File: config.mk
export PLATFORM = sky130hd
export DESIGN_NAME = ws2812_frame_ctrl
export DESIGN_NICKNAME = d
export VERILOG_FILES = /design/src/rtl/ws2812_pkg.sv /design/src/rtl/ws2812_pixel_ram.sv /design/src/rtl/ws2812_frame_ctrl.sv
export SDC_FILE = /design/constraint.sdc
export NUM_CORES = 1
export LEC_CHECK = 0
export CORE_MARGIN = 2
export CORE_UTILIZATION = 56
export DETAILED_ROUTE_END_ITERATION = 10
export GPL_ROUTABILITY_DRIVEN = 0
export PLACE_DENSITY = 0.82
export SLEW_MARGIN = 20
export SYNTH_ARGS = -nofsm -noshare
export SYNTH_HDL_FRONTEND = slang
export SYNTH_HIERARCHICAL = 1
export SYNTH_SLANG_ARGS = --single-unit
File: constraint.sdc
create_clock -name clk_i -period 4.2 [get_ports clk_i]
set_input_delay 0.84 -clock clk_i [delete_from_list [all_inputs] [get_ports clk_i]]
set_output_delay 0.84 -clock clk_i [all_outputs]
set_load 0.01 [all_outputs]
File: src/rtl/ws2812_pkg.sv
// Shared definitions for the ws2812 frame controller: FSM states, pixel
// layout and the brightness scaling helper.
package ws2812_pkg;

  localparam int PIXEL_W = 24;

  // Colour byte positions inside a stored pixel: {green, red, blue}.
  localparam int G_MSB = 23;
  localparam int G_LSB = 16;
  localparam int R_MSB = 15;
  localparam int R_LSB = 8;
  localparam int B_MSB = 7;
  localparam int B_LSB = 0;

  typedef enum logic [1:0] {
    IDLE = 2'd0,
    KICK = 2'd1,
    WAIT = 2'd2,
    RUN  = 2'd3
  } state_t;

  // (c * (br + 1)) >> 8 : br = 255 passes c through unchanged, br = 0 gives 0.
  function automatic logic [7:0] scale8(input logic [7:0] c, input logic [7:0] br);
    logic [15:0] prod;
    prod = 16'(c) * (16'(br) + 16'd1);
    return prod[15:8];
  endfunction

endpackage

File: src/rtl/ws2812_pixel_ram.sv
// Simple dual-port pixel store holding both banks. The bank select is the
// address MSB; the read port is registered.
module ws2812_pixel_ram
  import ws2812_pkg::*;
#(
  parameter int AW = 3
) (
  input  logic               clk_i,
  input  logic               wr_en_i,
  input  logic [AW:0]        wr_addr_i,
  input  logic [PIXEL_W-1:0] wr_data_i,
  input  logic [AW:0]        rd_addr_i,
  output logic [PIXEL_W-1:0] rd_data_o
);

  // Sized to the full {bank, index} space so every address is in range.
  logic [PIXEL_W-1:0] mem [2**(AW+1)];

  // Write port and registered read port.
  // NOTE: the storage array and its read register have no reset; clearing a
  // RAM needs a sequencer, and the first frame is written by the host anyway.
  always_ff @(posedge clk_i) begin
    if (wr_en_i) begin
      mem[wr_addr_i] <= wr_data_i;
    end
    rd_data_o <= mem[rd_addr_i];
  end

endmodule

File: src/rtl/ws2812_frame_ctrl.sv
// Frame scheduler and pixel source for the ws2812 serial LED driver.
// Double-buffered pixel store, show/auto-refresh kicking, brightness scaling.
module ws2812_frame_ctrl
  import ws2812_pkg::*;
#(
  parameter int NUM_LEDS       = 8,
  parameter int REFRESH_CYCLES = 1_000_000,
  parameter int START_TIMEOUT  = 8192,
  parameter int AW             = $clog2(NUM_LEDS)
) (
  input  logic               clk_i,
  input  logic               reset_ni,
  input  logic               wr_en_i,
  input  logic [AW-1:0]      wr_addr_i,
  input  logic [PIXEL_W-1:0] wr_data_i,
  input  logic               show_i,
  input  logic               auto_en_i,
  input  logic [7:0]         brightness_i,
  input  logic [AW-1:0]      led_count_i,
  output logic               drv_start_o,
  input  logic               drv_busy_i,
  input  logic [AW-1:0]      drv_address_i,
  output logic [7:0]         drv_red_o,
  output logic [7:0]         drv_green_o,
  output logic [7:0]         drv_blue_o,
  output logic [AW-1:0]      drv_led_count_o,
  output logic               busy_o,
  output logic               swap_pending_o,
  output logic               frame_done_o,
  output logic               timeout_o
);

  localparam int TW = (REFRESH_CYCLES > 1) ? $clog2(REFRESH_CYCLES) : 1;
  localparam int WW = (START_TIMEOUT > 1) ? $clog2(START_TIMEOUT) : 1;
  localparam logic [TW-1:0] REFRESH_LAST = TW'(REFRESH_CYCLES - 1);
  localparam logic [WW-1:0] WAIT_LAST    = WW'(START_TIMEOUT - 1);

  state_t              state_q, state_d;
  logic                front_bank_q;
  logic                swap_pending_q;
  logic [TW-1:0]       refresh_cnt_q;
  logic [WW-1:0]       wait_cnt_q;
  logic                timeout_q;
  logic                frame_done_q;
  logic [AW-1:0]       led_count_q;

  logic                take_swap;
  logic                kick;
  logic                refresh_inc;
  logic                wait_inc;
  logic                start_ok;
  logic                start_fail;
  logic                run_done;

  logic                wr_ok;
  logic [PIXEL_W-1:0]  rd_pixel;

  // State register.
  // NOTE: every clocked block uses non-blocking assignments so all registers
  // update together from pre-edge values, independent of block order.
  always_ff @(posedge clk_i or negedge reset_ni) begin
    if (!reset_ni) begin
      state_q <= IDLE;
    end else begin
      state_q <= state_d;
    end
  end

  // Next-state and control decode.
  // NOTE: every output of this block gets a default first, so no path leaves
  // a signal unassigned and no latch is inferred.
  always_comb begin
    state_d     = state_q;
    take_swap   = 1'b0;
    kick        = 1'b0;
    refresh_inc = 1'b0;
    wait_inc    = 1'b0;
    start_ok    = 1'b0;
    start_fail  = 1'b0;
    run_done    = 1'b0;
    unique case (state_q)
      IDLE: begin
        // A pending swap wins over a refresh expiry; one kick serves both.
        if (swap_pending_q) begin
          take_swap = 1'b1;
          state_d   = KICK;
        end else if (auto_en_i) begin
          if (refresh_cnt_q == REFRESH_LAST) begin
            state_d = KICK;
          end else begin
            refresh_inc = 1'b1;
          end
        end
      end
      KICK: begin
        kick    = 1'b1;
        state_d = WAIT;
      end
      WAIT: begin
        if (drv_busy_i) begin
          start_ok = 1'b1;
          state_d  = RUN;
        end else if (wait_cnt_q == WAIT_LAST) begin
          start_fail = 1'b1;
          state_d    = IDLE;
        end else begin
          wait_inc = 1'b1;
        end
      end
      RUN: begin
        if (!drv_busy_i) begin
          run_done = 1'b1;
          state_d  = IDLE;
        end
      end
      default: state_d = IDLE;
    endcase
  end

  // Bank select, swap request, timers and sticky/pulsed status.
  always_ff @(posedge clk_i or negedge reset_ni) begin
    if (!reset_ni) begin
      front_bank_q   <= 1'b0;
      swap_pending_q <= 1'b0;
      refresh_cnt_q  <= '0;
      wait_cnt_q     <= '0;
      timeout_q      <= 1'b0;
      frame_done_q   <= 1'b0;
      led_count_q    <= '0;
    end else begin
      // A new show_i beats the clear, so it stays pending for the next frame.
      if (show_i) begin
        swap_pending_q <= 1'b1;
      end else if (take_swap) begin
        swap_pending_q <= 1'b0;
      end

      if (take_swap) begin
        front_bank_q <= ~front_bank_q;
      end

      if (kick) begin
        refresh_cnt_q <= '0;
      end else if (refresh_inc) begin
        refresh_cnt_q <= refresh_cnt_q + TW'(1);
      end

      if (kick) begin
        wait_cnt_q  <= '0;
        led_count_q <= led_count_i;
      end else if (wait_inc) begin
        wait_cnt_q <= wait_cnt_q + WW'(1);
      end

      if (start_fail) begin
        timeout_q <= 1'b1;
      end else if (start_ok) begin
        timeout_q <= 1'b0;
      end

      frame_done_q <= run_done;
    end
  end

  // Indices past the end of the chain are dropped rather than aliased.
  assign wr_ok = wr_en_i && (int'(wr_addr_i) < NUM_LEDS);

  ws2812_pixel_ram #(
    .AW (AW)
  ) u_ram (
    .clk_i     (clk_i),
    .wr_en_i   (wr_ok),
    .wr_addr_i ({~front_bank_q, wr_addr_i}),
    .wr_data_i (wr_data_i),
    .rd_addr_i ({front_bank_q, drv_address_i}),
    .rd_data_o (rd_pixel)
  );

  // Second pixel stage: brightness scaling, registered.
  always_ff @(posedge clk_i or negedge reset_ni) begin
    if (!reset_ni) begin
      drv_green_o <= '0;
      drv_red_o   <= '0;
      drv_blue_o  <= '0;
    end else begin
      drv_green_o <= scale8(rd_pixel[G_MSB:G_LSB], brightness_i);
      drv_red_o   <= scale8(rd_pixel[R_MSB:R_LSB], brightness_i);
      drv_blue_o  <= scale8(rd_pixel[B_MSB:B_LSB], brightness_i);
    end
  end

  assign drv_start_o     = (state_q == KICK);
  assign drv_led_count_o = led_count_q;
  assign busy_o          = (state_q != IDLE);
  assign swap_pending_o  = swap_pending_q;
  assign frame_done_o    = frame_done_q;
  assign timeout_o       = timeout_q;

endmodule

After elaboration in Yosys (flattened, before gate mapping)
Memories as Yosys holds them, arrays and structs flattened. A register that Yosys moved wholly into a read port is not among the register bits.
Cells that the tools add are included.
{"block": "totals", "n_memories": 1, "regBits": 66, "mem_bits_rw": 384}
{"memory": "u_ram.mem", "depth": 16, "word_bits": 24, "rd": 1, "rd_ports_with_merged_regs": 1, "wr": 1, "line": "ws2812_pixel_ram.sv:17", "rtl": "logic [PIXEL_W-1:0] mem [2**(AW+1)];"}
{"block": "classes", "n_mul": 3, "add_sub_neg": 3, "n_reduce_logical": 7, "n_mux": 34, "bitwise": 1, "n_eq_ne": 9}
{"op": "20-bit two-way mux", "count": 2}
{"op": "8-bit by 16-bit multiplier with 16-bit output", "count": 2}
{"op": "13-bit two-way mux", "count": 2}
{"op": "1-bit two-way mux", "count": 23}
{"op": "20-bit by 1-bit adder with 20-bit output, second input constant", "count": 1}
{"op": "20-bit equality test, second input constant", "count": 1}
{"op": "8-bit by 9-bit multiplier with 16-bit output", "count": 1}
{"op": "13-bit by 1-bit adder with 13-bit output, second input constant", "count": 1}
{"op": "13-bit equality test, second input constant", "count": 1}
{"op": "2-bit two-way mux", "count": 6}
{"op": "2-bit nonzero test", "count": 5}
{"op": "8-bit by 1-bit adder with 9-bit output, second input constant", "count": 1}
{"op": "3-bit inequality test, second input constant", "count": 3}
{"op": "2-bit case mux with 4 select lines", "count": 1}
{"op": "2-bit equality test, second input constant", "count": 2}
{"op": "4-bit AND reduction", "count": 1}
{"op": "2-bit by 1-bit equality test with 1-bit output, second input constant", "count": 1}
{"op": "2-bit zero test", "count": 1}
{"op": "2-bit inequality test, second input constant", "count": 1}
{"op": "1-bit NOT", "count": 1}

Logic depth before layout (Yosys ltp)
{"block": "logic_depth", "ltp_word": 7, "ltp_mapped": 21}

Cells and area by module
Netlist, hierarchy kept.
{"module": "ws2812_pixel_ram", "cells_per_inst": 636, "area_each_um2": 14930.6, "seq_area_each_um2": 12011.5, "n_inst": 1}
{"module": "ws2812_frame_ctrl", "cells_per_inst": 987, "area_each_um2": 8984.9, "seq_area_each_um2": 1651.6, "n_inst": 1}

Least setup slack after synthesis
Ideal clock, no wire load.
{"block": "synth_path", "path_kind": "input-to-reg", "startpoint": "input port brightness_i[0]", "endpoint": "register drv_green_o[7]", "n_path_buf": 1, "required_time_ps": 4075, "setup_ps": 125, "slack_ps": -1320, "path_stages": 21, "t_arrival_ps": 5395, "path_cell_list": "ha_1 > nand2_1 > nor2_1 > xor2_1 > clkbuf_1 > nand2_1 > fa_1 > inv_1 > fa_1 > fa_1 > inv_1 > fa_1 > inv_1 > ha_1 > a21o_1 > a21oi_1 > o21ai_0 > a41o_1 > nor3_1 > o21bai_1 > xnor2_1"}
{"block": "synth_between", "elab_chain_len": 2}
{"element": "start: declaration", "line": "ws2812_frame_ctrl.sv:18", "rtl": "input logic [7:0] brightness_i,"}
{"element": "8-bit by 1-bit adder with 9-bit output", "line": "ws2812_pkg.sv:25", "rtl": "prod = 16'(c) * (16'(br) + 16'd1);"}
{"element": "8-bit by 16-bit multiplier with 16-bit output", "line": "ws2812_pkg.sv:25"}
{"element": "end signal: assignment", "line": "ws2812_frame_ctrl.sv:186", "rtl": "drv_green_o <= scale8(rd_pixel[G_MSB:G_LSB], brightness_i);"}
{"element": "end: declaration", "line": "ws2812_frame_ctrl.sv:24", "rtl": "output logic [7:0] drv_green_o,"}
Every way passes these cells.
A chain may end at the register's enable or synchronous reset.

Final worst setup path
{"block": "layout_path", "startpoint": "input port brightness_i[0]", "endpoint": "register drv_red_o[7]"}
{"block": "layout_between", "elab_chain_len": 2}
{"element": "8-bit by 1-bit adder with 9-bit output", "line": "ws2812_pkg.sv:25"}
{"element": "8-bit by 16-bit multiplier with 16-bit output", "line": "ws2812_pkg.sv:25"}
{"element": "end signal: assignment", "line": "ws2812_frame_ctrl.sv:187", "rtl": "drv_red_o <= scale8(rd_pixel[R_MSB:R_LSB], brightness_i);"}
{"element": "end: declaration", "line": "ws2812_frame_ctrl.sv:23", "rtl": "output logic [7:0] drv_red_o,"}
Every way passes these cells.

==> metrics.txt <==
Tmin final=4.78 ns; share of layout cells above drive strength 1=27.5%; count of max-cap constraint violations=0; DP HPWL=32,900 um; final setup violation count=23; largest net degree at the start of global routing=53; first-pass GRT wire length=86,400 um; post-route ant nets=0; Die W=211 um; critical path type=input port to flip-flop; violated checks=setup timing; initial core utilization=56.9%; Core Region=42,000 um2; number of synthesized flops with an enable pin=384; Initial DRC Count=1,215; Yosys Warn Count=6; Slew Viols, Final=0; CTS Buffer Depth=3; synthesized area=23,900 um2; crit path DAT=5.25 ns; RSZ-0062 raised after global routing=yes; clk slew on worst S/H paths=0.06 ns; Mapped Avg Cell Area=14.7 um2; hold_buf cts=0; clk sink count=474; Unique masters post-synth=55; Rel. slew slack=37.1%; worst vdd ir=0.804 mV; DRC viols=0; share of the synthesized area in the top cell type=48.2%; leak pwr=0.0114 uW; Final Skew=0.0478 ns; worst path required time=4.68 ns; dominant synthesized flop cell=edfxtp_1; utilization after layout=69.6%; Max Fclk=209 MHz; CP max FO=4; DR vias=14,400; total CTS buffers=48; # H-tree levels=2; CTS tree=built; cell row count=75; Root Buffer=clkbuf_16; Mapped Cells=1,623; Worst Setup Start Kind=input port; port buffer count=78; DR WL/cell=22.9 um; crit share post-route=114%; Seq/Total Area, Yosys=57.1%; GRT Overall Usage=26.0%; worst setup slack after placement=-1.91 ns; post-synth top area cell=edfxtp_1; gr ovfl total=0; run status=finished with violations; area grow syn2layout=22.3%; initial antenna violation count=1; Async SR Flop Fraction=13.9%; Net count, final=2,123; most numerous cell in the Yosys netlist=edfxtp_1; power per standard cell area=827 nW/um2; Worst-Skew Late Latency=0.60 ns; synthesized flop and latch total=474; crit end category=flip-flop; die area=44,400 um2; minimum hold slack=0.373 ns; die span in y=211 um; final hold vios=0; Fillers=2,677; Synth top cells by count=edfxtp_1 (384), inv_1 (163), and2_1 (133); top-level I/O count=79; post-synth net total=1,889; worst setup margin=-0.577 ns; vias in the first global route=15,300; Worst Tran Pin Value=0.941 ns; vias per inst=5.93; first-pass detailed-route iteration total=5; Synth area leaders=edfxtp_1 (48%), fa_1 (10%), mux4_2 (9.0%); min-delay worst type=input port to asynchronous set/reset pin; Total Wirelength=55,800 um
layout make-up:
type / count / area, um2 / area share (%)
antenna: 1 / 2.50 / 0.00856
tap: 539 / 674 / 2.31
timing repair buffer: 243 / 2290 / 7.84
inverter: 164 / 616 / 2.11
multi-input combinational: 926 / 10300 / 35.2
clock buffer: 53 / 1220 / 4.17
sequential: 474 / 13700 / 46.7
clock inverter: 36 / 479 / 1.64
cell families after synthesis:
family	Yosys count	synth area share (%)
and+or+nand+nor	437	9.40
AOI/OAI and AO/OA	119	3.46
adders and majority gates	219	15.2
buffers and inverters	223	3.72
DFF	474	57.1
xor gates and xnor gates	53	1.94
muxes	98	9.13
layout by cell type (no fill, tap or decap), types with 22 or more instances in the layout:
cell             Yosys  routed
edfxtp_1           384     384
inv_1              163     151
buf_4                0     131
nand2_1            127     114
and2_1             133     111
fa_1               120     109
mux4_2              96      96
ha_1                99      76
clkdlybuf4s50_1      0      67
dfrtp_1             66      66
clkbuf_16            0      50
a22oi_1             48      48
nor2_1              69      43
buf_6                5      25
dfxtp_1             24      24
xnor2_1             28      23
and2_4               0      22
nand3_1             26      22
ha_4                 0      22
power breakdown:
part           internal [uW]  leakage [uW]  switching, uW
sequential              5600       0.00453            417
combinational           6960       0.00608           6660
clock                   2680      0.000807           1850
per-stage QoR:
stage	TNS [ns]	total power (uW)	cells	cell area (um2)
finish	-9.24	24200	2436	29200
global placement	-36.15	16600	2300	26400
CTS	-6.88	22600	2417	28700
global route	-12.14	25800	2435	29200
detailed placement	-38.58	17100	2300	26400
floorplan	-12.67	13000	1623	24300
worst max-delay path: stages:
cell	delay, ns
buf_12	0.09
ha_4	0.18
nand2_4	0.06
nor2_4	0.13
xor2_4	0.26
clkbuf_16	0.20
buf_4	0.12
and2_4	0.14
fa_1	0.43
fa_1	0.52
fa_1	0.50
inv_1	0.05
fa_1	0.49
inv_2	0.05
ha_4	0.23
o21a_1	0.19
o2111ai_2	0.22
o21ai_2	0.10
o21a_1	0.21
nor2_2	0.12
xnor2_1	0.12
worst paths after layout:
path / start / depth (start not counted) / slack, ns / endpoint
setup / recovery: brightness_i[0] / 21 / -0.58 / drv_red_o[7]$_DFF_PN0_
hold / removal: reset_ni / 1 / 0.37 / drv_led_count_o[2]$_DFFE_PN0P_
setup reg to reg: u_ram/rd_data_o[12]$_DFF_P_ / 14 / -0.07 / drv_red_o[7]$_DFF_PN0_
hold reg to reg: drv_led_count_o[1]$_DFFE_PN0P_ / 2 / 0.49 / drv_led_count_o[1]$_DFFE_PN0P_
max in group asynchronous: reset_ni / 2 / 2.78 / drv_red_o[0]$_DFF_PN0_
min in group clk_i: drv_led_count_o[1]$_DFFE_PN0P_ / 2 / 0.49 / drv_led_count_o[1]$_DFFE_PN0P_
layer usage:
layer | global-route usage, % | up-vias | part of all wire [%]
met5 | 0 | - | 0
met4 | 11.0 | 0 | 4.1
met3 | 3.98 | 159 | 6.5
met2 | 45.4 | 600 | 52
met1 | 32.5 | 7445 | 37
li1 | - | 6243 | -
state kept, by name, indices dropped and copies added, names as in the netlist, 3 cells and up:
| register | count |
|---|---|
| drv_led_count_o | 3 |
| u_ram/mem | 384 |
| drv_green_o | 8 |
| wait_cnt_q | 13 |
| drv_blue_o | 8 |
| drv_red_o | 8 |
| refresh_cnt_q | 20 |
| u_ram/rd_data_o | 24 |
what timing repair did:
action / CTS / global route
setup endpoints to repair: 24 / 24
pin swaps: 49 / 93
resized for setup: 107 / 84
buffers inserted: 27 / 22
gates cloned: 4 / 1
No activity file was read; power rests on OpenSTA's default activity.
